===== config.mk =====
export PLATFORM = sky130hd
export DESIGN_NAME = branch_resolve
export DESIGN_NICKNAME = d
export VERILOG_FILES = /design/src/rtl/branch_resolve.sv
export SDC_FILE = /design/constraint.sdc
export NUM_CORES = 1
export LEC_CHECK = 0
export ABC_AREA = 1
export CAP_MARGIN = 20
export CORE_MARGIN = 3
export CORE_UTILIZATION = 52
export CTS_CLUSTER_SIZE = 16
export DETAILED_ROUTE_END_ITERATION = 10
export GPL_ROUTABILITY_DRIVEN = 0
export PLACE_DENSITY = 0.8
export SETUP_SLACK_MARGIN = 0.05
export SYNTH_ARGS = -nofsm -noshare
export SYNTH_HDL_FRONTEND = slang
export SYNTH_SLANG_ARGS = --single-unit

===== constraint.sdc =====
create_clock -name clk -period 2.2 [get_ports clk]
set_input_delay 0.44 -clock clk [delete_from_list [all_inputs] [get_ports clk]]
set_output_delay 0.44 -clock clk [all_outputs]
set_load 0.02 [all_outputs]

===== src/rtl/branch_resolve.sv =====
// Resolves an RV32I conditional branch from precomputed compare flags, registers the
// outcome in a one-deep valid/ready stage, pulses a fetch redirect on mispredict, counts events.
module branch_resolve #(
   parameter int XLEN      = 32,
   parameter int CNT_WIDTH = 32
) (
   input  logic                 clk,
   input  logic                 rstN,
   input  logic                 flush,
   input  logic                 inValid,
   output logic                 inReady,
   input  logic [2:0]           funct3,
   input  logic [XLEN-1:0]      pc,
   input  logic [XLEN-1:0]      imm,
   input  logic                 predTaken,
   input  logic                 equal,
   input  logic                 greaterThan,
   input  logic                 lessThan,
   input  logic                 ltUnsigned,
   output logic                 outValid,
   input  logic                 outReady,
   output logic                 taken,
   output logic [XLEN-1:0]      target,
   output logic                 mispredict,
   output logic                 misaligned,
   output logic                 illegal,
   output logic                 redirectValid,
   output logic [XLEN-1:0]      redirectPc,
   output logic [CNT_WIDTH-1:0] branchCount,
   output logic [CNT_WIDTH-1:0] mispredictCount
);

   logic                 r_out_valid;
   logic                 r_taken;
   logic [XLEN-1:0]      r_target;
   logic                 r_mispredict;
   logic                 r_misaligned;
   logic                 r_illegal;
   logic                 r_redirect_valid;
   logic [XLEN-1:0]      r_redirect_pc;
   logic [CNT_WIDTH-1:0] r_branch_count;
   logic [CNT_WIDTH-1:0] r_mispredict_count;

   logic                 w_accept;
   logic                 w_cond;
   logic                 w_legal;
   logic                 w_taken;
   logic                 w_misaligned;
   logic                 w_mispredict;
   logic                 w_redirect;
   logic [XLEN-1:0]      w_sum;
   logic [XLEN-1:0]      w_target;

   assign inReady  = !flush && (!r_out_valid || outReady);
   assign w_accept = inValid && inReady;

   always_comb begin
      w_cond  = 1'b0;
      w_legal = 1'b1;
      case (funct3)
         3'b000:  w_cond = equal;
         3'b001:  w_cond = !equal;
         3'b100:  w_cond = lessThan;
         3'b101:  w_cond = greaterThan || equal;
         3'b110:  w_cond = ltUnsigned;
         3'b111:  w_cond = !ltUnsigned;
         default: w_legal = 1'b0;
      endcase
   end

   assign w_sum        = pc + imm;
   assign w_taken      = w_legal && w_cond;
   assign w_target     = w_taken ? w_sum : pc + XLEN'(4);
   assign w_misaligned = w_taken && (w_sum[1:0] != 2'b00);
   assign w_mispredict = w_legal && (w_taken != predTaken);
   // Only an aligned, legal mispredict may steer fetch.
   assign w_redirect   = w_mispredict && !w_misaligned;

   always_ff @(posedge clk or negedge rstN) begin
      if (!rstN) begin
         r_out_valid  <= 1'b0;
         r_taken      <= 1'b0;
         r_target     <= '0;
         r_mispredict <= 1'b0;
         r_misaligned <= 1'b0;
         r_illegal    <= 1'b0;
      end else if (w_accept) begin
         r_out_valid  <= 1'b1;
         r_taken      <= w_taken;
         r_target     <= w_target;
         r_mispredict <= w_mispredict;
         r_misaligned <= w_misaligned;
         r_illegal    <= !w_legal;
      end else if (flush || outReady) begin
         r_out_valid  <= 1'b0;
      end
   end

   // The pulse is tied to the accept edge, so a stalled entry never re-asserts it.
   always_ff @(posedge clk or negedge rstN) begin
      if (!rstN) begin
         r_redirect_valid <= 1'b0;
         r_redirect_pc    <= '0;
      end else begin
         r_redirect_valid <= w_accept && w_redirect;
         if (w_accept && w_redirect)
            r_redirect_pc <= w_target;
      end
   end

   always_ff @(posedge clk or negedge rstN) begin
      if (!rstN) begin
         r_branch_count     <= '0;
         r_mispredict_count <= '0;
      end else begin
         if (w_accept && w_legal && (r_branch_count != '1))
            r_branch_count <= r_branch_count + CNT_WIDTH'(1);
         if (w_accept && w_redirect && (r_mispredict_count != '1))
            r_mispredict_count <= r_mispredict_count + CNT_WIDTH'(1);
      end
   end

   assign outValid        = r_out_valid;
   assign taken           = r_taken;
   assign target          = r_target;
   assign mispredict      = r_mispredict;
   assign misaligned      = r_misaligned;
   assign illegal         = r_illegal;
   assign redirectValid   = r_redirect_valid;
   assign redirectPc      = r_redirect_pc;
   assign branchCount     = r_branch_count;
   assign mispredictCount = r_mispredict_count;

endmodule

==> results of run 1 <==
sequential cells by signal, indices dropped and copies added (netlist names):
register         count
redirectValid        1
mispredictCount     32
taken                1
illegal              1
misaligned           1
redirectPc          32
mispredict           1
outValid             1
target              32
branchCount         32
worst min-delay path by stage:
stage / to / start / slack (ns)
2_1_floorplan: branchCount[0]$_DFFE_PN0P_ / rstN / 0.14
3_3_place_gp: branchCount[15]$_DFFE_PN0P_ / rstN / 0.39
3_5_place_dp: branchCount[17]$_DFFE_PN0P_ / rstN / 0.39
4_1_cts: target[19]$_DFFE_PN0P_ / target[19]$_DFFE_PN0P_ / 0.48
5_1_grt: redirectPc[2]$_DFFE_PN0P_ / redirectPc[2]$_DFFE_PN0P_ / 0.50
6_report: target[19]$_DFFE_PN0P_ / target[19]$_DFFE_PN0P_ / 0.47
cells by family (layout without fill, tap and decap cells):
logic type                 Yosys count  count (layout)  share of synthesized area [%]
muxes                                3               3                          0.304
buffers and inverters              212             585                           8.69
adders and majority gates           35              35                           4.51
DFF                                134             134                           34.0
AOI/OAI and AO/OA                   69              69                           3.95
and+or+nand+nor                    972             972                           40.8
xor gates and xnor gates            88              88                           7.80
through the flow:
stage	TNS (ns)	power (mW)
final	0	9.87
after global routing	-0.0252	10.4
after CTS	0	9.71
after detailed placement	-36.63	6.75
after global placement	-30.57	6.66
after floorplan	0	4.89
layout by cell type, fill, tap and decap left out, drive strengths merged, types with 24 or more instances in the layout:
master and count:
ha 34, a21oi 24, nor3 44, nor2 132, xnor2 28, o21ai 37
xor2 60, clkdlybuf4s50 193, nand2 653, nand4 54, buf 164, nand3 72
dfrtp 134, inv 182
timing repair:
| item | CTS | global route |
|---|---|---|
| setup buffers | 0 | 6 |
| pin swaps | 1 | 16 |
| hold buffers | 1 | 0 |
| gates resized for setup | 15 | 106 |
| setup endpoints to repair | 37 | 102 |
| gates cloned | 0 | 0 |
| endpoints found under the hold margin | 43 | 0 |
tightest hold or removal path: stages (launching register included):
cell and delay (ns):
sky130_fd_sc_hd__dfrtp_1 0.34, sky130_fd_sc_hd__nand2_1 0.05, sky130_fd_sc_hd__nand2_1 0.05
final cells by class:
| type | instances | area (sq um) | share of cell area [%] |
|---|---|---|---|
| Clock inverter | 13 | 171 | 1.18 |
| Sequential cell | 134 | 3350 | 23.0 |
| Inverter | 179 | 679 | 4.67 |
| Tap cell | 229 | 287 | 1.97 |
| Multi-Input combinational cell | 1167 | 6130 | 42.1 |
| Timing Repair Buffer | 375 | 3490 | 24.0 |
| Clock buffer | 18 | 439 | 3.02 |
power by group through the flow:
stage / sequential (mW) / combinational, mW / clock, mW
6_report: 3.21 / 3.73 / 2.93
5_1_grt: 3.25 / 4.02 / 3.08
4_1_cts: 3.21 / 3.54 / 2.96
3_5_place_dp: 3.24 / 3.50 / 0
3_3_place_gp: 3.22 / 3.43 / 0
2_1_floorplan: 3.71 / 1.19 / 0
metal layers:
metal	wire [um]	part of all wire, %	global-route usage [%]	vias to the layer above
li1	-	-	-	5462
met1	12400	38	36.2	5139
met2	16500	51	54.5	526
met3	2290	7.0	3.59	104
met4	1280	3.9	11.0	0
met5	0	0	0	-
cell usage after synthesis, drive strengths merged:
| master | count | area share, % |
|---|---|---|
| a21bo | 1 | 0.10 |
| a21o | 3 | 0.23 |
| a21oi | 24 | 1.3 |
| and2 | 1 | 0.063 |
| and3 | 1 | 0.063 |
| buf | 25 | 1.6 |
| clkbuf | 8 | 0.30 |
| dfrtp | 134 | 34 |
| fa | 1 | 0.20 |
| ha | 34 | 4.3 |
| inv | 179 | 6.8 |
| mux2i | 3 | 0.30 |
| nand2 | 653 | 25 |
| nand2b | 1 | 0.063 |
| nand3 | 72 | 3.7 |
| nand3b | 7 | 0.53 |
| nand4 | 54 | 3.4 |
| nor2 | 132 | 5.2 |
| nor3 | 44 | 2.3 |
| nor4 | 3 | 0.19 |
| o211ai | 1 | 0.076 |
| o21ai | 37 | 2.0 |
| o21bai | 3 | 0.23 |
| or2 | 4 | 0.25 |
| xnor2 | 28 | 2.5 |
| xor2 | 60 | 5.3 |
==> flow_summary.html, run 1 <==
<table>
<tr><th>Metric</th><th>Value</th></tr>
<tr><th colspan="2">Setup path</th></tr>
<tr><td>Kind of cell with the highest combined delay on the critical path</td><td>simple AND/OR/NAND/NOR gates</td></tr>
<tr><td>Worst EP arrival</td><td>between 2 and 2.5 ns</td></tr>
<tr><td>WP depth</td><td>12</td></tr>
<tr><td>Setup CP Type</td><td>in -&gt; reg</td></tr>
<tr><td>Crit path required time</td><td>2.55 ns</td></tr>
<tr><td>R2r setup slk</td><td>about 0.23 ns</td></tr>
<tr><td>Worst r2r dst</td><td>branchCount[15]$_DFFE_PN0P_</td></tr>
<tr><td>Startpoint of the most critical setup path</td><td>pc[9]</td></tr>
<tr><td>Startpoint of the lowest-slack register-to-register path</td><td>branchCount[0]$_DFFE_PN0P_</td></tr>
<tr><td>Highest-delay cell along the critical path</td><td>sky130_fd_sc_hd__clkdlybuf4s50_1</td></tr>
<tr><td>Cell-by-cell trace of the critical path</td><td>clkdlybuf4s50_1 &gt; buf_4 &gt; nand2_1 &gt; nor2_2 &gt; nand3_1 &gt; nor3_2 &gt; buf_4 &gt; xor2_1 &gt; nand2_1 &gt; nand2_2 &gt; nand2_1 &gt; nand2_1</td></tr>
<tr><td>Critical Path Fanout Max</td><td>3</td></tr>
<tr><td>Delay of the slowest cell on the worst path</td><td>0.55 ns</td></tr>
<tr><td>Most Frequent Cell on Critical Path</td><td>sky130_fd_sc_hd__nand2_1</td></tr>
<tr><td>Critical path buffers and inverters</td><td>3</td></tr>
<tr><td>Type of element capturing the critical path</td><td>flip-flop</td></tr>
<tr><td>Critical Path Start Type</td><td>input port</td></tr>
<tr><td>Register-to-Register Path Depth</td><td>12</td></tr>
<tr><td>Capture point of the critical path</td><td>redirectPc[31]$_DFFE_PN0P_</td></tr>
<tr><th colspan="2">Logic synthesis</th></tr>
<tr><td>Sequential cell area fraction in the yosys report</td><td>about 34%</td></tr>
<tr><td>Avg Cell Area, Syn</td><td>between 6 and 7 sq um</td></tr>
<tr><td>Post-synthesis instance total</td><td>~1,500</td></tr>
<tr><td>Count of warnings emitted by yosys</td><td>0</td></tr>
<tr><td>Combined area of all synthesized cells</td><td>0.00988 sq mm</td></tr>
<tr><td>Number of distinct library cell variants in the gate-level netlist after synthesis</td><td>40</td></tr>
<tr><td>Net Count, Synth</td><td>~1,600</td></tr>
<tr><td>Synthesis-stage register bit count</td><td>approximately 130</td></tr>
<tr><th colspan="2">Power</th></tr>
<tr><td>Reported net switching power</td><td>around 3.5 mW</td></tr>
<tr><td>PD cells</td><td>roughly 680 mW/mm^2</td></tr>
<tr><td>Worst vdd ir</td><td>approximately 0.00062 V</td></tr>
<tr><td>Leakage component of the power</td><td>7.53 nW</td></tr>
<tr><td>Share of total power in the clock network</td><td>29.7%</td></tr>
<tr><td>Net Sw Frac</td><td>between 30% and 40%</td></tr>
<tr><td>Cell internal power dissipation</td><td>between 6 and 7 mW</td></tr>
<tr><td>Logic gate share of total power</td><td>37.8%</td></tr>
<tr><td>Sequential cell fraction of total power</td><td>32.5%</td></tr>
<tr><th colspan="2">Die</th></tr>
<tr><td>I/O pin count</td><td>212</td></tr>
<tr><td>Width of the chip</td><td>144 um</td></tr>
<tr><td>Area enclosed by the die boundary</td><td>0.0207 sq mm</td></tr>
<tr><td>Height of the die</td><td>144 um</td></tr>
<tr><td>Initial Util</td><td>a little over half</td></tr>
<tr><td>Number of rows created at floorplan</td><td>49</td></tr>
<tr><td>Core box area</td><td>0.0183 sq mm</td></tr>
<tr><th colspan="2">Placed design</th></tr>
<tr><td>Post-detailed-placement cell area</td><td>~0.013 sq mm</td></tr>
<tr><td>Total instance count after detailed placement</td><td>a little over 2,000</td></tr>
<tr><td>Pre-CTS setup slack</td><td>-0.539 ns</td></tr>
<tr><td># port buffers</td><td>~210</td></tr>
<tr><td>Half-perimeter wire length of the detailed placement result</td><td>24,700 um</td></tr>
<tr><th colspan="2">STA</th></tr>
<tr><td>Final period demand of the worst path</td><td>around 2.1 ns</td></tr>
<tr><td>Total count of hold-check failures in the final report</td><td>0</td></tr>
<tr><td>Final Worst Setup Slack</td><td>between 0.07 and 0.08 ns</td></tr>
<tr><td>Setup violation total in the final timing report</td><td>0</td></tr>
<tr><td>Minimum hold slack</td><td>between 0.4 and 0.5 ns</td></tr>
<tr><td>RSZ-0062 raised after global routing</td><td>true</td></tr>
<tr><td>Maximum clock frequency</td><td>between 0.4 and 0.5 GHz</td></tr>
<tr><td>Period utilization</td><td>between 90% and 100%</td></tr>
<tr><td>Worst rel slew slack</td><td>between 60% and 70%</td></tr>
<tr><td>Number of max-slew violations in the final report</td><td>0</td></tr>
<tr><td>Slew @ Worst Pin</td><td>0.484 ns</td></tr>
<tr><td>Clock Skews</td><td>roughly 0.012 ns</td></tr>
<tr><th colspan="2">Finish</th></tr>
<tr><td>Final Cell Area</td><td>around 0.015 sq mm</td></tr>
<tr><td>Fill cell instance count of the final layout</td><td>around 1,300</td></tr>
<tr><td>Core Util, Final</td><td>between 70% and 80%</td></tr>
<tr><td>N_diodes</td><td>0</td></tr>
<tr><td>Layout Cells excl Fill</td><td>2,115</td></tr>
<tr><td>Post-layout nets</td><td>between 1,500 and 2,000</td></tr>
<tr><td>Area growth from synthesis to final layout</td><td>47.4%</td></tr>
<tr><td>Layout cells sized above 1</td><td>roughly 16%</td></tr>
<tr><th colspan="2">Drt</th></tr>
<tr><td>Antenna Nets Post-Route</td><td>0</td></tr>
<tr><td>Final WL</td><td>around 32,000 um</td></tr>
<tr><td>Average vias per placed instance</td><td>between 5 and 6</td></tr>
<tr><td>Number of optimization iterations in the first detailed-route pass</td><td>7</td></tr>
<tr><td>Via count</td><td>11,200</td></tr>
<tr><td>Average detailed-routed wire length per instance</td><td>15.3 um</td></tr>
<tr><td>DRC violations left</td><td>0</td></tr>
<tr><td>Initial drt markers</td><td>between 700 and 800</td></tr>
<tr><th colspan="2">Global route</th></tr>
<tr><td>Via count of the first global-routing pass</td><td>10,500</td></tr>
<tr><td>Maximum number of pins on one net before global-route repair</td><td>48</td></tr>
<tr><td>Global router's overall resource usage</td><td>29.9%</td></tr>
<tr><td>Antenna violations before repair</td><td>0</td></tr>
<tr><td>Global-route wire length before repair</td><td>about 50,000 um</td></tr>
<tr><td>Aggregate global routing overflow</td><td>0</td></tr>
<tr><th colspan="2">Clock network</th></tr>
<tr><td>Maximum buffer depth of the clock tree</td><td>2</td></tr>
<tr><td>Cts bufs inserted</td><td>17</td></tr>
<tr><td>Clock transition at the registers of the reported paths</td><td>approximately 0.05 ns</td></tr>
<tr><td>Clock sink count</td><td>~130</td></tr>
<tr><td>Clock insertion delay at the later pin of the skew report</td><td>roughly 0.41 ns</td></tr>
<tr><td>CTS tree</td><td>done</td></tr>
<tr><td>Clock root buffer</td><td>sky130_fd_sc_hd__clkbuf_16</td></tr>
<tr><td>H-Tree Depth</td><td>4</td></tr>
<tr><th colspan="2">Job</th></tr>
<tr><td>Number of max-cap violations</td><td>0</td></tr>
<tr><th colspan="2">Outcome</th></tr>
<tr><td>Status</td><td>completed</td></tr>
<tr><th colspan="2">Hold path</th></tr>
<tr><td>Hold Path Stages</td><td>2</td></tr>
<tr><td>Worst hold path class</td><td>reg -&gt; reg</td></tr>
</table>
Note: power is estimated with default switching activity, not from simulation.
==> inputs of run 2 (changes only) <==
==> constraint.sdc (replaced) <==
create_clock -name clk -period 2.2 [get_ports clk]
set_input_delay 0.44 -clock clk [delete_from_list [all_inputs] [get_ports clk]]
set_output_delay 0.44 -clock clk [all_outputs]
set_load 0.05 [all_outputs]
==> flow_summary.html, run 2 (synthesized netlist as in run 1, its figures left out) <==
<table>
<tr><th>Metric</th><th>Value</th></tr>
<tr><th colspan="2">Placed design</th></tr>
<tr><td>Total instance count after detailed placement</td><td>2,086 (+0.43%)</td></tr>
<tr><td># port buffers</td><td>211 (unchanged)</td></tr>
<tr><td>Half-perimeter wire length of the detailed placement result</td><td>24,800 um (+0.33%)</td></tr>
<tr><th colspan="2">STA</th></tr>
<tr><td>Maximum clock frequency</td><td>0.471 GHz (+0.10%)</td></tr>
<tr><td>RSZ-0062 raised after global routing</td><td>true</td></tr>
<tr><td>Clock Skews</td><td>0.00985 ns (-0.00185 ns)</td></tr>
<tr><td>Period utilization</td><td>96.5% (-0.097 points)</td></tr>
<tr><td>Setup violation total in the final timing report</td><td>0 (unchanged)</td></tr>
<tr><td>Minimum hold slack</td><td>-0.00903 ns (-0.484 ns)</td></tr>
<tr><td>Worst rel slew slack</td><td>60.3% (-7.5 points)</td></tr>
<tr><td>Final period demand of the worst path</td><td>2.12 ns (-0.00214 ns)</td></tr>
<tr><td>Number of max-slew violations in the final report</td><td>0 (unchanged)</td></tr>
<tr><td>Total count of hold-check failures in the final report</td><td>3 (+3)</td></tr>
<tr><td>Slew @ Worst Pin</td><td>0.594 ns (+0.110 ns)</td></tr>
<tr><th colspan="2">Setup path</th></tr>
<tr><td>Critical Path Start Type</td><td>input port</td></tr>
<tr><td>Highest-delay cell along the critical path</td><td>sky130_fd_sc_hd__clkdlybuf4s50_1</td></tr>
<tr><td>Register-to-Register Path Depth</td><td>12 (unchanged)</td></tr>
<tr><td>Delay of the slowest cell on the worst path</td><td>0.52 ns (-0.03 ns)</td></tr>
<tr><td>R2r setup slk</td><td>0.23 ns (about the same)</td></tr>
<tr><td>Crit path required time</td><td>2.50 ns (-0.05 ns)</td></tr>
<tr><td>Critical Path Fanout Max</td><td>4 (+1)</td></tr>
<tr><td>Setup CP Type</td><td>in -&gt; reg</td></tr>
<tr><td>Cell-by-cell trace of the critical path</td><td>clkdlybuf4s50_1 &gt; ha_4 &gt; nand2_1 &gt; inv_1 &gt; nand2_1 &gt; nand2_1 &gt; buf_4 &gt; inv_1 &gt; nand3_2 &gt; nand2_1 &gt; nand3b_1 &gt; nand3_1 &gt; nand2_1 &gt; nand2_1 &gt; nand2_1</td></tr>
<tr><td>Most Frequent Cell on Critical Path</td><td>sky130_fd_sc_hd__nand2_1</td></tr>
<tr><td>Worst EP arrival</td><td>2.43 ns (-0.04 ns)</td></tr>
<tr><td>Startpoint of the lowest-slack register-to-register path</td><td>mispredictCount[1]$_DFFE_PN0P_</td></tr>
<tr><td>Worst r2r dst</td><td>mispredictCount[8]$_DFFE_PN0P_</td></tr>
<tr><td>Type of element capturing the critical path</td><td>flip-flop</td></tr>
<tr><th colspan="2">Global route</th></tr>
<tr><td>Global router's overall resource usage</td><td>30.2% (+0.29 points)</td></tr>
<tr><td>Via count of the first global-routing pass</td><td>10,700 (+1.5%)</td></tr>
<tr><td>Antenna violations before repair</td><td>0 (unchanged)</td></tr>
<tr><td>Global-route wire length before repair</td><td>50,400 um (+0.66%)</td></tr>
<tr><td>Maximum number of pins on one net before global-route repair</td><td>62 (+29%)</td></tr>
<tr><td>Aggregate global routing overflow</td><td>0 (unchanged)</td></tr>
<tr><th colspan="2">Drt</th></tr>
<tr><td>Average vias per placed instance</td><td>5.35 (+0.73%)</td></tr>
<tr><td>Number of optimization iterations in the first detailed-route pass</td><td>6 (-1)</td></tr>
<tr><td>DRC violations left</td><td>0 (unchanged)</td></tr>
<tr><td>Via count</td><td>11,300 (+1.0%)</td></tr>
<tr><td>Antenna Nets Post-Route</td><td>0 (unchanged)</td></tr>
<tr><td>Final WL</td><td>32,900 um (+1.4%)</td></tr>
<tr><td>Average detailed-routed wire length per instance</td><td>15.5 um (+1.1%)</td></tr>
<tr><td>Initial drt markers</td><td>867 (+10%)</td></tr>
<tr><th colspan="2">Clock network</th></tr>
<tr><td>Clock root buffer</td><td>sky130_fd_sc_hd__clkbuf_16</td></tr>
<tr><td>Cts bufs inserted</td><td>17 (unchanged)</td></tr>
<tr><td>Total of hold buffers inserted after clock tree synthesis</td><td>0 (-1)</td></tr>
<tr><td>Clock transition at the registers of the reported paths</td><td>0.06 ns (about the same)</td></tr>
<tr><td>Maximum buffer depth of the clock tree</td><td>2 (unchanged)</td></tr>
<tr><td>Clock sink count</td><td>134 (unchanged)</td></tr>
<tr><td>CTS tree</td><td>done</td></tr>
<tr><td>H-Tree Depth</td><td>4 (unchanged)</td></tr>
<tr><td>Clock insertion delay at the later pin of the skew report</td><td>0.42 ns (about the same)</td></tr>
<tr><th colspan="2">Power</th></tr>
<tr><td>Leakage component of the power</td><td>8.08 nW (+7.3%)</td></tr>
<tr><td>Worst vdd ir</td><td>0.000611 V (-1.1%)</td></tr>
<tr><td>PD cells</td><td>730 mW/mm^2 (+7.7%)</td></tr>
<tr><td>Total design power</td><td>10.7 mW (+8.0%)</td></tr>
<tr><th colspan="2">Outcome</th></tr>
<tr><td>Status</td><td>complete, but fails checks</td></tr>
<tr><td>Violations in the final reports</td><td>hold timing</td></tr>
<tr><th colspan="2">Hold path</th></tr>
<tr><td>Worst hold path class</td><td>in -&gt; async</td></tr>
<tr><th colspan="2">Die</th></tr>
<tr><td>Width of the chip</td><td>144 um (unchanged)</td></tr>
<tr><td>Number of rows created at floorplan</td><td>49 (unchanged)</td></tr>
<tr><td>Area enclosed by the die boundary</td><td>0.0207 sq mm (unchanged)</td></tr>
<tr><td>I/O pin count</td><td>212 (unchanged)</td></tr>
<tr><td>Core box area</td><td>0.0183 sq mm (unchanged)</td></tr>
<tr><td>Initial Util</td><td>53.9% (unchanged)</td></tr>
<tr><td>Height of the die</td><td>144 um (unchanged)</td></tr>
<tr><th colspan="2">Job</th></tr>
<tr><td>Number of max-cap violations</td><td>0 (unchanged)</td></tr>
<tr><th colspan="2">Finish</th></tr>
<tr><td>Layout cells sized above 1</td><td>16.6% (+0.53 points)</td></tr>
<tr><td>Most common library cell in the layout ignoring fill and taps</td><td>sky130_fd_sc_hd__nand2_1</td></tr>
<tr><td>Layout Cells excl Fill</td><td>2,121 (+0.28%)</td></tr>
<tr><td>Post-layout nets</td><td>1,991 (+0.25%)</td></tr>
<tr><td>Commonest cells after routing, fill and taps aside</td><td>sky130_fd_sc_hd__nand2_1, sky130_fd_sc_hd__inv_1, sky130_fd_sc_hd__buf_4</td></tr>
<tr><td>Area growth from synthesis to final layout</td><td>47.8%</td></tr>
<tr><td>Fill cell instance count of the final layout</td><td>1,235 (-6.1%)</td></tr>
<tr><td>Register area</td><td>0.00336 sq mm (about the same)</td></tr>
<tr><td>Footprint of the multi-input gates</td><td>0.00612 sq mm (-0.20%)</td></tr>
<tr><td>N_diodes</td><td>0 (unchanged)</td></tr>
</table>
run 2: cell count changes in the layout (fill, tap and decap cells not counted), sizes merged:
cell	previous run	this run
clkdlybuf4s50	193	151
dlymetal6s2s	16	41
buf	164	171
dlygate4sd3	1	0
clkinvlp	2	4
bufinv	3	1
clkinv	5	2
inv	182	186
dlygate4sd2	1	17
run 2: repair_timing:
action | in CTS | in global routing
pin swaps | 2 | 16
endpoints found under the setup margin | 57 | 117
setup buffers | 0 | 3
hold endpoints to repair | 0 | 0
gates resized for setup | 34 | 124
run 2: worst max path at each step:
stage / startpoint / slack, ns / to
2_1_floorplan: mispredictCount[1]$_DFFE_PN0P_ / 0.06 / mispredictCount[2]$_DFFE_PN0P_
3_3_place_gp: pc[0] / -0.46 / redirectPc[16]$_DFFE_PN0P_
3_5_place_dp: pc[0] / -0.53 / target[16]$_DFFE_PN0P_
4_1_cts: pc[5] / 0.05 / target[31]$_DFFE_PN0P_
5_1_grt: pc[16] / -0.02 / target[30]$_DFFE_PN0P_
6_report: imm[9] / 0.08 / target[19]$_DFFE_PN0P_
run 2: final cells by class:
cell class                 count  area share, %
sequential                   134           23.0
clock buffer                  18           3.01
multi-input combinational   1167           41.9
timing repair buffer         380           24.5
clock inverter                14          0.943
inverter                     179           4.66
tap                          229           1.96
run 2: critical path, delay by kind of cell:
kind,cells,cell delay [ns]
adders and majority gates,1,0.23
and+or+nand+nor,10,0.95
buffers and inverters,4,0.77
run 2: power by group:
part | switching [mW] | total, mW | internal [mW]
logic | 3.03 | 4.67 | 1.65
registers | 0.333 | 3.22 | 2.89
clock network | 1.15 | 2.76 | 1.61
total | 4.51 | 10.7 | 6.15
run 2: per-stage QoR:
| stage | cell area, sq um | TNS, ns | utilization, % | worst slack (ns) | hold WS (ns) |
|---|---|---|---|---|---|
| after floorplan | 9890 | 0 | - | 0.0567 | 0.144 |
| after global placement | 13500 | -30.79 | 73.4 | -0.459 | 0.462 |
| after detailed placement | 13500 | -35.81 | 73.4 | -0.527 | 0.463 |
| after CTS | 14100 | 0 | 76.7 | 0.0517 | 0.0241 |
| after global routing | 14600 | -0.0506 | 79.6 | -0.0238 | 0.0359 |
| final | 14600 | 0 | 79.6 | 0.0766 | -0.00903 |
run 2: metal layers:
metal | vias up | GRT usage, % | wire [um]
met5 | - | 0 | 0
met4 | 0 | 11.3 | 1260
met3 | 114 | 3.76 | 2380
met2 | 519 | 54.9 | 16800
met1 | 5238 | 36.5 | 12500
li1 | 5474 | - | -
